==> config.mk <==
export PLATFORM = sky130hd
export DESIGN_NAME = bram_stream_reader_flat
export DESIGN_NICKNAME = d
export VERILOG_FILES = /design/src/rtl/bram_stream_reader_if.sv /design/src/rtl/bram_stream_reader.sv /design/src/flat_wrapper.sv
export SDC_FILE = /design/constraint.sdc
export NUM_CORES = 1
export LEC_CHECK = 0
export BUFFER_PORTS_ARGS = -buffer_cell sky130_fd_sc_hd__buf_2
export CAP_MARGIN = 20
export CORE_UTILIZATION = 26
export CTS_CLUSTER_SIZE = 8
export DETAILED_ROUTE_END_ITERATION = 8
export SETUP_SLACK_MARGIN = 0.3
export SLEW_MARGIN = 20
export SYNTH_ARGS = -nofsm -noshare
export SYNTH_HDL_FRONTEND = slang
export SYNTH_SLANG_ARGS = --single-unit
export TNS_END_PERCENT = 1
==> constraint.sdc <==
create_clock -name clk -period 2.8 [get_ports clk]
set_input_delay 0.42 -clock clk [delete_from_list [all_inputs] [get_ports clk]]
set_output_delay 0.42 -clock clk [all_outputs]
set_load 0.02 [all_outputs]
==> src/rtl/bram_stream_reader_if.sv <==
// Purpose : command, BRAM read-port and output-stream bundle for bram_stream_reader.
// Ports   : master = the reader (drives rd_addr, stream outputs, busy/done),
//           slave  = the environment (drives start/base/length, rd_data, out_ready).
interface bram_stream_reader_if #(
  parameter int BRAM_ADDR_WIDTH = 10,
  parameter int WEIGHT_WIDTH    = 8
) ();

  // command side
  logic                       start;
  logic [BRAM_ADDR_WIDTH-1:0] base_addr;
  logic [BRAM_ADDR_WIDTH:0]   length;
  logic                       busy;
  logic                       done;

  // asynchronous-read BRAM port
  logic [BRAM_ADDR_WIDTH-1:0] rd_addr;
  logic [WEIGHT_WIDTH-1:0]    rd_data;

  // valid/ready output stream towards the MAC array
  logic [WEIGHT_WIDTH-1:0]    out_data;
  logic                       out_valid;
  logic                       out_ready;
  logic                       out_row_end;
  logic                       out_last;

  modport master (
    input  start, base_addr, length, rd_data, out_ready,
    output busy, done, rd_addr, out_data, out_valid, out_row_end, out_last
  );

  modport slave (
    output start, base_addr, length, rd_data, out_ready,
    input  busy, done, rd_addr, out_data, out_valid, out_row_end, out_last
  );

endinterface

==> src/rtl/bram_stream_reader.sv <==
// Purpose : walks a contiguous BRAM address range (wrapping at BRAM_DEPTH) and turns the
//           combinational read data into a registered valid/ready stream with row/last marks.
// Latency : start sampled at edge N -> first out_valid after edge N+1; one beat per cycle
//           while out_ready stays high; done pulses one cycle after the last beat is accepted.
// Backpressure: out_valid && !out_ready freezes out_data/out_last/out_row_end and rd_addr.
// Ports   : clk, rst (async, active-high) plus bus (bram_stream_reader_if.master):
//           start/base_addr/length command, busy/done status, rd_addr/rd_data BRAM port,
//           out_data/out_valid/out_ready/out_row_end/out_last stream.
module bram_stream_reader #(
  parameter int BRAM_ADDR_WIDTH = 10,
  parameter int WEIGHT_WIDTH    = 8,
  parameter int BRAM_DEPTH      = 784,
  parameter int ROW_LEN         = 28
) (
  input  logic                   clk,
  input  logic                   rst,
  bram_stream_reader_if.master   bus
);

  localparam int AW    = BRAM_ADDR_WIDTH;
  localparam int LW    = BRAM_ADDR_WIDTH + 1;
  localparam int COL_W = (ROW_LEN > 1) ? $clog2(ROW_LEN) : 1;

  localparam logic [LW-1:0]    DEPTH_L  = LW'(BRAM_DEPTH);
  localparam logic [AW-1:0]    ADDR_MAX = AW'(BRAM_DEPTH - 1);
  localparam logic [COL_W-1:0] COL_MAX  = COL_W'(ROW_LEN - 1);
  localparam logic [LW-1:0]    ONE_L    = LW'(1);

  typedef enum logic [0:0] {
    IDLE   = 1'b0,
    STREAM = 1'b1
  } state_t;

  state_t                  state;
  logic [LW-1:0]           remaining;
  logic [COL_W-1:0]        col;
  logic [AW-1:0]           rd_addr_q;
  logic [WEIGHT_WIDTH-1:0] out_data_q;
  logic                    out_valid_q;
  logic                    out_row_end_q;
  logic                    out_last_q;
  logic                    busy_q;
  logic                    done_q;

  // Command sanitising: an over-long transfer is clamped to the whole memory and an
  // out-of-range base restarts at address 0 rather than walking non-existent words.
  logic [LW-1:0] eff_len;
  logic [AW-1:0] eff_base;

  always_comb begin
    eff_len  = (bus.length > DEPTH_L) ? DEPTH_L : bus.length;
    eff_base = ({1'b0, bus.base_addr} < DEPTH_L) ? bus.base_addr : '0;
  end

  // Output register pipeline control.
  //   accept : the beat currently held in the output register is taken this edge.
  //   load   : a new word is captured, either into an empty register or replacing
  //            the beat being accepted (gives one beat per cycle under ready=1).
  //   finish : the accepted beat is the final one of the transfer.
  logic accept;
  logic load;
  logic finish;
  logic last_word;
  logic row_wrap;
  logic addr_wrap;

  always_comb begin
    accept    = out_valid_q && bus.out_ready;
    load      = (state == STREAM) && (remaining != '0) && (!out_valid_q || bus.out_ready);
    finish    = (state == STREAM) && accept && out_last_q;
    last_word = (remaining == ONE_L);
    row_wrap  = (col == COL_MAX);
    addr_wrap = (rd_addr_q == ADDR_MAX);
  end

  always_ff @(posedge clk or posedge rst) begin
    if (rst) begin
      state         <= IDLE;
      remaining     <= '0;
      col           <= '0;
      rd_addr_q     <= '0;
      out_data_q    <= '0;
      out_valid_q   <= 1'b0;
      out_row_end_q <= 1'b0;
      out_last_q    <= 1'b0;
      busy_q        <= 1'b0;
      done_q        <= 1'b0;
    end else begin
      // done is a single-cycle pulse; every path below that wants it sets it again.
      done_q <= 1'b0;

      case (state)
        IDLE: begin
          if (bus.start) begin
            if (eff_len == '0) begin
              // Nothing to stream: report completion straight away, never go busy.
              done_q <= 1'b1;
            end else begin
              rd_addr_q <= eff_base;
              remaining <= eff_len;
              col       <= '0;
              busy_q    <= 1'b1;
              state     <= STREAM;
            end
          end
        end

        STREAM: begin
          if (load) begin
            // rd_data is combinational from rd_addr_q, so it already reflects the
            // word for this beat; the address then advances to prefetch the next.
            out_data_q    <= bus.rd_data;
            out_valid_q   <= 1'b1;
            out_last_q    <= last_word;
            out_row_end_q <= row_wrap || last_word;
            remaining     <= remaining - ONE_L;
            col           <= row_wrap ? '0 : col + 1'b1;
            rd_addr_q     <= addr_wrap ? '0 : rd_addr_q + 1'b1;
          end else if (accept) begin
            out_valid_q   <= 1'b0;
            out_last_q    <= 1'b0;
            out_row_end_q <= 1'b0;
          end

          // The final beat can only be in the register once remaining is 0, so
          // finish never coincides with load.
          if (finish) begin
            out_valid_q <= 1'b0;
            done_q      <= 1'b1;
            busy_q      <= 1'b0;
            state       <= IDLE;
          end
        end

        default: begin
          state <= IDLE;
        end
      endcase
    end
  end

  assign bus.rd_addr     = rd_addr_q;
  assign bus.out_data    = out_data_q;
  assign bus.out_valid   = out_valid_q;
  assign bus.out_row_end = out_row_end_q;
  assign bus.out_last    = out_last_q;
  assign bus.busy        = busy_q;
  assign bus.done        = done_q;

  // Completion is reported only after the final beat has left the register.
  a_done_not_with_valid: assert property (@(posedge clk) disable iff (rst)
    !(done_q && out_valid_q));

  // A stalled beat must be presented unchanged on the next cycle.
  a_stall_holds: assert property (@(posedge clk) disable iff (rst)
    (out_valid_q && !bus.out_ready) |=> (out_valid_q && $stable(out_data_q) &&
                                         $stable(out_last_q) && $stable(out_row_end_q)));

  // The read address never leaves the populated memory range.
  a_addr_in_range: assert property (@(posedge clk) disable iff (rst)
    ({1'b0, rd_addr_q} < DEPTH_L));

endmodule

==> src/flat_wrapper.sv <==
// flat-port wrapper written by rule: the top's interface ports become plain ports
module bram_stream_reader_flat 
#(
  parameter int BRAM_ADDR_WIDTH = 10,
  parameter int WEIGHT_WIDTH    = 8,
  parameter int BRAM_DEPTH      = 784,
  parameter int ROW_LEN         = 28
)
  (clk, rst, bus_start, bus_base_addr, bus_length, bus_rd_data, bus_out_ready, bus_busy, bus_done, bus_rd_addr, bus_out_data, bus_out_valid, bus_out_row_end, bus_out_last);
  bram_stream_reader_if #(.BRAM_ADDR_WIDTH(BRAM_ADDR_WIDTH), .WEIGHT_WIDTH(WEIGHT_WIDTH)) bus_i ();
  input  logic clk;
  input  logic rst;
  input wire logic [$bits(bus_i.start)-1:0] bus_start;
  input wire logic [$bits(bus_i.base_addr)-1:0] bus_base_addr;
  input wire logic [$bits(bus_i.length)-1:0] bus_length;
  input wire logic [$bits(bus_i.rd_data)-1:0] bus_rd_data;
  input wire logic [$bits(bus_i.out_ready)-1:0] bus_out_ready;
  output wire logic [$bits(bus_i.busy)-1:0] bus_busy;
  output wire logic [$bits(bus_i.done)-1:0] bus_done;
  output wire logic [$bits(bus_i.rd_addr)-1:0] bus_rd_addr;
  output wire logic [$bits(bus_i.out_data)-1:0] bus_out_data;
  output wire logic [$bits(bus_i.out_valid)-1:0] bus_out_valid;
  output wire logic [$bits(bus_i.out_row_end)-1:0] bus_out_row_end;
  output wire logic [$bits(bus_i.out_last)-1:0] bus_out_last;
  assign bus_i.start = bus_start;
  assign bus_i.base_addr = bus_base_addr;
  assign bus_i.length = bus_length;
  assign bus_i.rd_data = bus_rd_data;
  assign bus_i.out_ready = bus_out_ready;
  assign bus_busy = bus_i.busy;
  assign bus_done = bus_i.done;
  assign bus_rd_addr = bus_i.rd_addr;
  assign bus_out_data = bus_i.out_data;
  assign bus_out_valid = bus_i.out_valid;
  assign bus_out_row_end = bus_i.out_row_end;
  assign bus_out_last = bus_i.out_last;
  bram_stream_reader #(.BRAM_ADDR_WIDTH(BRAM_ADDR_WIDTH), .WEIGHT_WIDTH(WEIGHT_WIDTH), .BRAM_DEPTH(BRAM_DEPTH), .ROW_LEN(ROW_LEN)) u_core (.clk(clk), .rst(rst), .bus(bus_i));
endmodule
Yosys cells after proc, flatten, opt, wreduce, memory -nomap -nowiden
Index checks and enable logic that the tools add are counted.
{ "classes": {"reduce_logical": 17, "n_bitwise": 1, "n_mux": 33, "order_cmp": 2, "eq_ne": 7, "addsub": 3} }
{ "ops": {"columns": ["cell", "n"], "rows": [
  ["two-way mux 10 bit", 5],
  ["two-way mux 11 bit", 4],
  ["one-hot mux 11 bit (2 select lines)", 1],
  ["two-way mux 5 bit", 4],
  ["one-hot mux 10 bit (2 select lines)", 1],
  ["two-way mux 1 bit", 14],
  ["== test 11 x 1 -> 1 bit, second input constant", 1],
  ["greater-than comparator 11 x 10 -> 1 bit, second input constant", 1],
  ["logical NOT 11 bit", 1],
  ["nonzero test 11 bit", 1],
  ["subtractor 11 x 1 -> 11 bit, second input constant", 1],
  ["adder 10 x 1 -> 10 bit, second input constant", 1],
  ["== test 10 bit, second input constant", 1],
  ["less-than comparator 10 bit, second input constant", 1],
  ["one-hot mux 5 bit (2 select lines)", 1],
  ["inequality test 2 bit, second input constant", 4],
  ["one-hot mux 1 bit (2 select lines)", 3],
  ["AND reduction 2 bit", 3],
  ["AND reduction 3 bit", 2],
  ["adder 5 x 1 -> 5 bit, second input constant", 1],
  ["== test 5 bit, second input constant", 1],
  ["logical AND 1 bit", 5],
  ["nonzero test 3 bit", 1],
  ["logical OR 1 bit", 2],
  ["other kinds (3)", 3]
]} }
{ "word_totals": {"output_inout_bits": 23, "ff_bits": 40} }

Depth between registers and ports, before layout
{ "logic_depth": {"word_depth": 6, "ltp_mapped": 9, "mapped_depth_nobuf": 7} }

Least setup slack after synthesis
OpenSTA, ideal clock, no wires.
{ "synth_timing": {"path_type": "reg-to-reg", "startpoint": "register u_core.remaining[1]", "endpoint": "register u_core.out_row_end_q, in the netlist u_core.bus.out_row_end", "required_time_ns": 2.676, "setup_ns": 0.124, "stages_incl_launch_ff": 10, "t_arrival_ns": 2.009, "path_buffers": 2, "path_slack_ns": 0.667, "path_cell_list": "dfrtp_1 > inv_1 > ha_1 > or4b_1 > o31a_4 > and2_4 > buf_6 > buf_6 > a21oi_1 > o21ai_1"} }
{ "synth_between": {"elab_chain_len": 5, "word_cells_on_any_way": 8} }
{ "synth_lines": {"columns": ["item", "line", "text"], "rows": [
  ["from (decl)", "bram_stream_reader.sv:35", "logic [LW-1:0] remaining;"],
  ["from (signal assigned)", "bram_stream_reader.sv:100", "remaining <= eff_len;"],
  ["from (signal assigned)", "bram_stream_reader.sv:116", "remaining <= remaining - ONE_L;"],
  ["nonzero test 11 bit", "bram_stream_reader.sv:69", "load = (state == STREAM) && (remaining != '0) && (!out_valid_q || bus.out_ready);"],
  ["logical AND 1 bit (2 in a row)", "bram_stream_reader.sv:69", null],
  ["nonzero test 2 bit (no line)", null, null],
  ["AND reduction 2 bit (no line)", null, null],
  ["to (signal assigned)", "bram_stream_reader.sv:115", "out_row_end_q <= row_wrap || last_word;"],
  ["to (decl)", "bram_stream_reader.sv:40", "logic out_row_end_q;"]
]} }
Several ways; a longest one is shown, not always the timed one.
A chain may end at the register's enable or synchronous reset.

Final worst setup path
{ "layout_timing": {"startpoint": "register u_core.remaining[1]", "endpoint": "register u_core.rd_addr_q[2], in the netlist u_core.bus.rd_addr[2]"} }
{ "layout_between": {"elab_chain_len": 5} }
{ "layout_lines": {"columns": ["item", "line", "text"], "rows": [
  ["nonzero test 11 bit", "bram_stream_reader.sv:69", null],
  ["logical AND 1 bit (2 in a row)", "bram_stream_reader.sv:69", null],
  ["inequality test 2 bit (no line)", null, null],
  ["AND reduction 3 bit (no line)", null, null],
  ["to (signal assigned)", "bram_stream_reader.sv:99", "rd_addr_q <= eff_base;"],
  ["to (signal assigned)", "bram_stream_reader.sv:118", "rd_addr_q <= addr_wrap ? '0 : rd_addr_q + 1'b1;"],
  ["to (decl)", "bram_stream_reader.sv:37", "logic [AW-1:0] rd_addr_q;"]
]} }
No other way between the ends.

==> key figures <==
Status
  • Outcome: complete, no violations

Synth
  • Synthesis Warnings: 0
  • Mapped Avg Cell Area: 8.54 um2
  • Post-Syn Instances: 273
  • EDFF count, synth: 0
  • Mapped Area: 0.00233 mm2
  • Most used DFF post-synth: dfrtp_1
  • Flops & latches, synth: 40
  • Synth cell types: 51
  • Asr flop ratio synth: 100%
  • Post-synthesis sequential area ratio: 42.9%
  • Synthesized Nets: 311

Setup path
  • CP max stage delay: 0.46 ns
  • Cell family with most CP delay: simple AND/OR/NAND/NOR gates
  • R2r startpoint: u_core.remaining[1]
  • WP data arrival: 2.59 ns
  • Most common cell on crit path: nand2_1
  • Crit. path cell count: 7
  • Crit path required time: 2.99 ns
  • Reg-to-reg slack, setup: 0.40 ns
  • Worst Setup Start Kind: register
  • Cell count of the worst reg-to-reg path: 7
  • Peak fanout along the critical path: 11
  • Crit path from: u_core.remaining[1]
  • Critical Path, Cell by Cell: inv_1, ha_1, or4b_1, o31a_4, nand2_1, nand2_1, a22o_1
  • CP Capture Type: register
  • Capture point of the critical path: u_core.bus.rd_addr[2]
  • CP max-delay cell: or4b_1
  • Count of buffer and inverter cells on the critical path: 1
  • RR Endpoint: u_core.bus.rd_addr[2]
  • Crit path kind: register to register

Placement
  • GPL Wtd Cong: 0.835
  • Cells after DPL: 434
  • Post-detail-place hpwl: 4700 um
  • DP Worst Slack: 0.306 ns
  • IO Port Bufs: 55

Drt
  • Vias per cell: 5.21
  • Total wire length: 6440 um
  • ANT nets after route: 0
  • # DRC: 0
  • Drt first pass iters: 4
  • Detailed-route via count: 2319
  • Wire length per cell: 14.5 um
  • Initial DRC Count: 107

Floorplan
  • IO Count: 56
  • Die Wd: 96.7 um
  • Core Area: 0.00872 mm2
  • FP Rows: 34
  • Die area: 0.00935 mm2
  • Chip height: 96.7 um
  • Initial cell density of the core: 26.7%

STA
  • F_max: 417 MHz
  • Final setup margin: 0.401 ns
  • RSZ-0062 raised after global routing: true
  • Slew @ Worst Pin: 0.727 ns
  • Final min period: 2.40 ns
  • Setup TNS: 0 ns
  • Clk_skew: 0.00973 ns
  • Count of final setup violators: 0
  • Fin crit share: 85.7%
  • Max_slew headroom: 51.5%
  • Final Hold Viols: 0
  • Max-slew violation count: 0

Global route
  • First-pass GRT wire length: 10900 um
  • Vias in the first global route: 2176
  • Largest net degree at the start of global routing: 41
  • Global route total overflow: 0
  • Initial antenna violation count: 0
  • GRT Overall Usage: 14.1%

Final layout
  • Layout cell share with drive strength beyond 1: 24.3%
  • Fin util: 33.0%
  • Final nets: 374
  • Layout overhead on the synthesized area: 23.3%
  • Antenna cell count: 0
  • Final std cells w/o fill: 445

Clock tree
  • CTS sink count: 40
  • TritonCTS clock tree: built
  • Clock root buffer: clkbuf_8
  • Later-pin clock latency in the skew report: 0.30 ns
  • Total CTS buffers: 5
  • CTS clock-pin slew for the worst setup and hold paths: 0.09 ns
  • Clock tree buffer depth: 2
  • H-tree depth: 2

Power and ir drop
  • Max IR drop VDD: 0.288 mV
  • PwrDens: 640 mW/mm2
  • Leak Pwr: 1.30 nW

Worst hold path
  • Hold crit path type: primary input to asynchronous set/reset pin

Run
  • Max-cap violations: 0
-- area by class of cell --
class	count	area, um2
clock buffer	5	68.8
clock inverter	3	42.5
sequential	40	1000
timing repair buffer	66	370
tap	108	135
inverter	13	48.8
multi-input combinational	210	1210
fill	929	5840
-- state kept, by name, indices dropped and copies added (netlist names) --
signal and cells:
u_core.remaining 11, u_core.bus.rd_addr 10, u_core.bus.out_data 8, u_core.col 5, u_core.bus.busy 1, u_core.bus.done 1, u_core.bus.out_last 1, u_core.bus.out_row_end 1
u_core.bus.out_valid 1, u_core.state 1
-- worst min path at each step --
stage | startpoint | endpoint | slack [ns] | cells after the start
floorplan | u_core.col[4] | u_core.col[4] | 0.46 | 1
global placement | u_core.bus.out_data[1] | u_core.bus.out_data[1] | 0.45 | 2
detailed placement | u_core.bus.out_data[4] | u_core.bus.out_data[4] | 0.46 | 2
CTS | rst | u_core.bus.rd_addr[3] | 0.27 | 3
global route | rst | u_core.bus.rd_addr[3] | 0.32 | 3
finish | rst | u_core.bus.rd_addr[3] | 0.24 | 3
-- cell usage after synthesis (all sizes together) (2+ instances only) --
cell,n,share of area [%]
nand2b,3,0.80
buf,8,2.8
nor2,15,2.4
a21oi,18,4.7
dfrtp,40,43
nor3b,2,0.64
nor4,6,1.6
o221ai,2,0.75
or4b,2,0.86
o41a,2,0.97
ha,5,2.7
clkbuf,2,0.32
nand4,7,1.9
o22ai,3,0.80
mux2i,3,1.3
and3,4,1.1
inv,12,1.9
a31oi,6,1.6
nand2,58,9.3
a221oi,4,1.5
o21ai,24,5.1
and2,3,0.91
nand3,13,2.8
or3,3,0.80
nor3,9,1.9
-- stage by stage --
stage / hold WS (ns) / cell area, um2 / power (mW)
6_report: 0.242 / 2880 / 1.84
5_1_grt: 0.318 / 2880 / 1.98
4_1_cts: 0.272 / 2840 / 1.85
3_5_place_dp: 0.463 / 2730 / 1.36
3_3_place_gp: 0.454 / 2730 / 1.34
2_1_floorplan: 0.464 / 2330 / 1.17
-- logic make-up (layout without fill, tap and decap cells) --
| kind of cell | count (synthesis) | after routing | synth area share, % |
|---|---|---|---|
| AOI/OAI and AO/OA | 74 | 74 | 21.9 |
| adders and majority gates | 5 | 5 | 2.68 |
| buffers and inverters | 23 | 87 | 5.20 |
| DFF | 40 | 40 | 42.9 |
| muxes | 3 | 3 | 1.29 |
| and+or+nand+nor | 128 | 128 | 26.0 |
-- per-layer routing --
layer / global-route usage (%) / part of all wire [%] / up-vias
met1: 20.4 / 47 / 1140
li1: - / - / 1127
met3: 2.67 / 4.2 / 2
met2: 22.3 / 48 / 50
met5: 0 / 0 / -
met4: 2.41 / 0.26 / 0
-- worst reg2reg max path, stage by stage (launching register included) --
cell,delay (ns)
dfrtp_1,0.43
inv_1,0.15
ha_1,0.19
or4b_1,0.46
o31a_4,0.35
nand2_1,0.34
nand2_1,0.16
a22o_1,0.23
-- power by group --
part           leakage [nW]  switching (mW)  total (mW)  internal [mW]
registers             0.487           0.155       0.846          0.691
clock network        0.0541           0.221       0.486          0.264
logic                 0.760           0.301       0.510          0.209
-- placed cells by master (no fill, tap or decap), types with 2 or more instances in the layout --
master and count:
a21oi_1 15, a21oi_2 2, a221oi_1 4, a31oi_1 6
and2_1 2, and3_1 4, buf_2 55, buf_4 10
clkbuf_8 5, dfrtp_1 40, ha_1 5, inv_1 12
mux2i_1 3, nand2_1 58, nand2b_1 3, nand3_1 13
nand4_1 7, nor2_1 15, nor3_1 9, nor3b_1 2
nor4_1 6, o21ai_0 23, o221ai_1 2, o22ai_1 3
o41a_1 2, or3_1 3, or4b_1 2
-- what timing repair did --
item	in CTS	in global routing
pin swaps	1	1
setup buffers	0	3
endpoints found under the setup margin	1	17
resized for setup	0	0
hold buffers	0	0
No activity file was read; power rests on OpenSTA's default activity.
